File: src/rtl/snes_pad_reader.sv
// SNES controller serial reader: drives latch/clock, shifts in 16 bits, and
// publishes a validated active-high button word with a presence flag and strobe.
module snes_pad_reader #(
    parameter int LATCH_CYCLES = 600,
    parameter int HALF_CYCLES  = 300,
    parameter int POLL_CYCLES  = 833333
) (
    input  logic        clk,
    input  logic        nreset,
    output logic        nesc,
    output logic        nesl,
    input  logic        nesd,
    output logic [15:0] buttons,
    output logic        connected,
    output logic        valid
);

    localparam int MAX_LH  = (LATCH_CYCLES > HALF_CYCLES) ? LATCH_CYCLES : HALF_CYCLES;
    localparam int MAX_ALL = (POLL_CYCLES > MAX_LH) ? POLL_CYCLES : MAX_LH;
    localparam int CW      = $clog2(MAX_ALL);

    localparam logic [CW-1:0] LATCH_LAST = CW'(LATCH_CYCLES - 1);
    localparam logic [CW-1:0] HALF_LAST  = CW'(HALF_CYCLES - 1);
    localparam logic [CW-1:0] POLL_LAST  = CW'(POLL_CYCLES - 1);

    typedef enum logic [2:0] {
        ST_LATCH  = 3'd0,
        ST_WAIT0  = 3'd1,
        ST_CLK_LO = 3'd2,
        ST_CLK_HI = 3'd3,
        ST_DONE   = 3'd4,
        ST_IDLE   = 3'd5
    } state_t;

    state_t        r_state;
    state_t        w_state_next;
    logic [CW-1:0] r_phase;
    logic [CW-1:0] r_poll;
    logic [3:0]    r_bit_idx;
    logic [15:0]   r_raw;
    logic          r_nesd_meta;
    logic          r_nesd_s;

    logic          w_half_end;
    logic          w_nesc;
    logic          w_nesl;
    logic          w_sample_first;
    logic          w_sample_next;
    logic          w_present;

    assign w_half_end = (r_phase == HALF_LAST);
    assign w_present  = (r_raw[15:12] == 4'b1111);

    // Two-flop synchronizer for the asynchronous pad data line.
    always_ff @(posedge clk or negedge nreset) begin
        if (!nreset) begin
            r_nesd_meta <= 1'b1;
            r_nesd_s    <= 1'b1;
        end else begin
            r_nesd_meta <= nesd;
            r_nesd_s    <= r_nesd_meta;
        end
    end

    // State register.
    always_ff @(posedge clk or negedge nreset) begin
        if (!nreset) begin
            r_state <= ST_LATCH;
        end else begin
            r_state <= w_state_next;
        end
    end

    // Next-state logic.
    always_comb begin
        w_state_next = r_state;
        case (r_state)
            ST_LATCH: begin
                if (r_phase == LATCH_LAST) w_state_next = ST_WAIT0;
                else                       w_state_next = ST_LATCH;
            end
            ST_WAIT0: begin
                if (w_half_end) w_state_next = ST_CLK_LO;
                else            w_state_next = ST_WAIT0;
            end
            ST_CLK_LO: begin
                if (w_half_end) w_state_next = ST_CLK_HI;
                else            w_state_next = ST_CLK_LO;
            end
            ST_CLK_HI: begin
                if (w_half_end && (r_bit_idx == 4'd15)) w_state_next = ST_DONE;
                else if (w_half_end)                    w_state_next = ST_CLK_LO;
                else                                    w_state_next = ST_CLK_HI;
            end
            ST_DONE: begin
                w_state_next = ST_IDLE;
            end
            ST_IDLE: begin
                if (r_poll == POLL_LAST) w_state_next = ST_LATCH;
                else                     w_state_next = ST_IDLE;
            end
            default: begin
                w_state_next = ST_LATCH;
            end
        endcase
    end

    // Pin levels and sample strobes decoded from the current state.
    always_comb begin
        w_nesc         = 1'b1;
        w_nesl         = 1'b0;
        w_sample_first = 1'b0;
        w_sample_next  = 1'b0;
        case (r_state)
            ST_LATCH: begin
                w_nesl = 1'b1;
            end
            ST_WAIT0: begin
                w_sample_first = w_half_end;
            end
            ST_CLK_LO: begin
                w_nesc = 1'b0;
            end
            ST_CLK_HI: begin
                w_sample_next = w_half_end;
            end
            ST_DONE: begin
                w_nesc = 1'b1;
            end
            ST_IDLE: begin
                w_nesc = 1'b1;
            end
            default: begin
                w_nesc = 1'b1;
                w_nesl = 1'b0;
            end
        endcase
    end

    // Phase counter restarts on every state change; poll counter restarts on latch entry.
    always_ff @(posedge clk or negedge nreset) begin
        if (!nreset) begin
            r_phase <= '0;
            r_poll  <= '0;
        end else begin
            if (w_state_next != r_state) r_phase <= '0;
            else                         r_phase <= r_phase + CW'(1);
            if ((w_state_next == ST_LATCH) && (r_state != ST_LATCH)) r_poll <= '0;
            else if (r_poll == POLL_LAST)                             r_poll <= '0;
            else                                                      r_poll <= r_poll + CW'(1);
        end
    end

    // Serial capture of the raw (active-low) frame bits.
    always_ff @(posedge clk or negedge nreset) begin
        if (!nreset) begin
            r_raw     <= 16'h0000;
            r_bit_idx <= 4'd0;
        end else if (w_sample_first) begin
            r_raw[0]  <= r_nesd_s;
            r_bit_idx <= 4'd1;
        end else if (w_sample_next) begin
            r_raw[r_bit_idx] <= r_nesd_s;
            if (r_bit_idx != 4'd15) r_bit_idx <= r_bit_idx + 4'd1;
            else                    r_bit_idx <= r_bit_idx;
        end else begin
            r_raw     <= r_raw;
            r_bit_idx <= r_bit_idx;
        end
    end

    // Registered pins and the atomic result update in the DONE cycle.
    always_ff @(posedge clk or negedge nreset) begin
        if (!nreset) begin
            nesc      <= 1'b1;
            nesl      <= 1'b0;
            buttons   <= 16'h0000;
            connected <= 1'b0;
            valid     <= 1'b0;
        end else begin
            nesc  <= w_nesc;
            nesl  <= w_nesl;
            valid <= (r_state == ST_DONE);
            if ((r_state == ST_DONE) && w_present) begin
                buttons   <= {4'b0000, ~r_raw[11:0]};
                connected <= 1'b1;
            end else if (r_state == ST_DONE) begin
                buttons   <= 16'h0000;
                connected <= 1'b0;
            end else begin
                buttons   <= buttons;
                connected <= connected;
            end
        end
    end

endmodule

File: config.mk
export PLATFORM = sky130hd
export DESIGN_NAME = snes_pad_reader
export DESIGN_NICKNAME = d
export VERILOG_FILES = /design/src/rtl/snes_pad_reader.sv
export SDC_FILE = /design/constraint.sdc
export NUM_CORES = 1
export LEC_CHECK = 0
export BUFFER_PORTS_ARGS = -buffer_cell sky130_fd_sc_hd__buf_2
export CAP_MARGIN = 20
export CORE_ASPECT_RATIO = 1.75
export CORE_MARGIN = 3
export CORE_UTILIZATION = 55
export CTS_BUF_LIST = sky130_fd_sc_hd__clkbuf_8 sky130_fd_sc_hd__clkbuf_16
export DETAILED_ROUTE_END_ITERATION = 10
export GPL_ROUTABILITY_DRIVEN = 0
export PLACE_DENSITY_LB_ADDON = 0.12
export REMOVE_ABC_BUFFERS = 1
export SLEW_MARGIN = 40
export SYNTH_ARGS = -nofsm -noshare
export SYNTH_HDL_FRONTEND = slang
export SYNTH_SLANG_ARGS = --single-unit
export TNS_END_PERCENT = 20
File: constraint.sdc
create_clock -name clk -period 2.4 [get_ports clk]
set_clock_uncertainty 0.1 [all_clocks]
set_input_delay 0.24 -clock clk [delete_from_list [all_inputs] [get_ports clk]]
set_output_delay 0.24 -clock clk [all_outputs]
set_load 0.005 [all_outputs]
==> impl_metrics.csv <==
group,metric,value,unit
power,power.switching,583,uW
finish,area_delta_synth_final,15.7,%
clocking,path_clk_slew,0.06,ns
synthesis,ys_seq_area_share,52.1,%
synthesis,synth-seq-cells,81,
finish,diodes,0,
setup_path,arrival,2.47,ns
global_route,grt-ovfl-total,0,
global_route,grt_usage,21.4,%
setup_path,startpoint_type,"flip-flop",
synthesis,yosys_warnings,0,
clocking,htreeDepth,3,
floorplan,die_h,117,um
finish,register_area,2030,um2
placed_design,dp_slack,0.0583,ns
min_path,min_to,"r_nesd_s$_DFF_PN1_",
sta,worst_slew_pin_slew,0.595,ns
sta,maxSlewHeadroom,60.0,%
run,max_cap_violations,0,
sta,hold_viol_final,0,
power,seq_power_share,49.7,%
finish,fill_cells,551,
finish,layout_commonest_cell,"dfrtp_1",
sta,min_period,2.36,ns
min_path,hold-path-cell-count,0,
detailed_routing,vias,2896,
finish,finalNetCount,433,
power,intPower,2180,uW
clocking,cts-root-buf,"clkbuf_16",
global_route,grt_pass1_wl,13800,um
setup_path,rr_endpoint,"r_phase[1]$_DFF_PN0_",
floorplan,die_area,8180,um2
sta,fin_ws,0.0358,ns
clocking,cts_tree,"yes",
sta,rsz0062_at_grt,"yes",
clocking,cts.path.max_buffers,2,
power,p_leak,0.00214,uW
floorplan,rows,40,
floorplan,core_area,6860,um2
setup_path,cp.required,2.51,ns
sta,drv_slew,0,
global_route,antenna_found_initial,0,
global_route,grt_pass1_vias,2988,
floorplan,start_util,56.9,%
detailed_routing,drt-wirelength-per-cell,15.9,um
setup_path,timing.critical_path.to_type,"flip-flop",
min_path,min_path_type,"flip-flop to flip-flop",
detailed_routing,drt_wl_total,8150,um
synthesis,synth_cell_types,39,
detailed_routing,first_iter_violations,200,
global_route,grt_max_degree,42,
finish,final_cell_mix,"dfrtp_1 (78), nor2_1 (50), nand2_1 (42)",
detailed_routing,dr.pass1.iters,5,
status,status,"finished, final reports clean",
power,p_comb_share,1.3,%
synthesis,syn_inst,388,
finish,multi_input_area,1760,um2
power,ir_drop,0.000377,V
synthesis,synth_area,3900,um2
setup_path,r2r_cells,7,
synthesis,synth.top_cells.by_area,"dfrtp_1 (50%), nor2_1 (4.8%), nand3_1 (4.6%)",
detailed_routing,drc,0,
power,sw_frac_of_total,21.1,%
synthesis,postSynthAreaPerCell,10.1,um2
detailed_routing,viasPerCell,5.66,
placed_design,port_buffers,18,
placed_design,dp_hpwl,5860,um
setup_path,crit_type,"flip-flop to flip-flop",
power,pwr-share-clk,49.0,%
finish,post-route-util,65.8,%
setup_path,worst-path-max-fanout,5,
clocking,clock_latency,0.34,ns
sta,post-route-period-util,98.5,%
finish,drive_gt1_share,18.5,%
min_path,min_from,"r_nesd_meta$_DFF_PN1_",
clocking,cts_buffers,9,
floorplan,die_x,69.7,um
synthesis,yosysTopAreaCell,"dfrtp_1",
sta,setup_violations,0,
sta,timing.fmax,423,MHz
setup_path,reg2reg_from,"r_poll[0]$_DFF_PN0_",
floorplan,ioPinCount,23,
clocking,cts.sinks,81,
synthesis,synth_top_area_share,50.0,%
detailed_routing,ant_nets,0,
power,total_power,2760,uW
setup_path,r2r_slack,0.04,ns
power,powerDensity,613,nW/um2
synthesized netlist by cell type:
master,number
mux2i_1,3
xor2_1,19
nor2b_1,4
o21ai_0,14
dfstp_2,3
nand3_1,36
buf_2,1
or3_1,2
or4_4,1
nand2_1,42
nor4bb_1,1
mux2_2,16
nand4b_2,1
or4_1,1
nor4b_1,3
a311oi_2,1
inv_1,9
a21oi_1,2
dfrtp_1,78
nor2_1,50
buf_6,2
nor3_1,14
nor4_2,1
nand4b_1,2
a31oi_1,1
conb_1,1
buf_4,4
and3_1,10
and4_1,6
and2_1,2
nor3b_1,3
or4b_1,2
nand4_1,10
xnor2_1,17
o211ai_1,2
nor4_1,4
clkbuf_1,12
and3b_1,1
ha_1,7
worst max path at each step:
stage / end / cells after the start / from
floorplan: r_phase[3]$_DFF_PN0_ / 6 / r_poll[0]$_DFF_PN0_
global placement: r_phase[6]$_DFF_PN0_ / 7 / r_poll[0]$_DFF_PN0_
detailed placement: r_phase[6]$_DFF_PN0_ / 7 / r_poll[0]$_DFF_PN0_
CTS: r_phase[6]$_DFF_PN0_ / 7 / r_poll[0]$_DFF_PN0_
global route: r_phase[1]$_DFF_PN0_ / 7 / r_poll[0]$_DFF_PN0_
finish: r_phase[1]$_DFF_PN0_ / 7 / r_poll[0]$_DFF_PN0_
cell families (layout without fill, tap and decap cells):
family	count (synthesis)	count (layout)	share of synthesized area (%)
flops	81	81	52.1
other cells	1	4	0.0962
fa+ha+maj	7	7	2.25
simple gates	196	196	25.6
buf+inv	28	65	3.50
xor+xnor	36	36	8.08
compound gates	20	20	2.98
mux	19	19	5.39
repair_timing:
action / in CTS / in global routing
endpoints found under the setup margin: 0 / 20
hold buffers: 2 / 0
hold endpoints to repair: 39 / 0
setup buffers: 0 / 1
gates resized for setup: 0 / 8
power by group through the flow:
stage,Combinational (uW),Sequential [uW],Clock [uW]
global placement,35.6,1400,0
finish,37.1,1370,1350
CTS,38.7,1370,1380
detailed placement,36.1,1400,0
global route,43.4,1370,1430
floorplan,1.58,1400,0
metrics by stage:
stage / TNS, ns / instance area [um2] / std cells / hold WS [ns]
3_5_place_dp: 0 / 4150 / 492 / 0.164
2_1_floorplan: -4.40 / 3810 / 372 / -0.156
3_3_place_gp: 0 / 4150 / 492 / 0.160
6_report: 0 / 4510 / 512 / 0.251
5_1_grt: -0.522 / 4510 / 512 / 0.255
4_1_cts: 0 / 4470 / 510 / 0.255
worst max-delay path, stage by stage, from the launching register on:
cell	delay (ns)
dfrtp_1	0.40
inv_2	0.07
ha_1	0.14
or4b_1	0.44
or4_4	0.47
a311oi_4	0.36
buf_4	0.21
nor3b_1	0.05
layer usage:
layer	routed length [um]	global-route usage (%)	up-vias
li1	-	-	1398
met1	3110	23.1	1434
met2	4610	39.4	46
met3	187	3.26	18
met4	232	10.8	0
met5	0	0	-
registers in the layout, summed over array words and instances, names as in the netlist, 3 cells and up:
name,flops
buttons,12
r_bit_idx,4
r_phase,20
r_poll,20
r_raw,16
r_state,3
layout make-up:
type	count	area share, %
multi-input combinational	282	39.1
tap	84	2.33
timing repair buffer	40	6.27
clock inverter	7	1.58
sequential	81	45.0
clock buffer	9	4.99
inverter	9	0.749
Note: power is estimated with default switching activity, not from simulation.
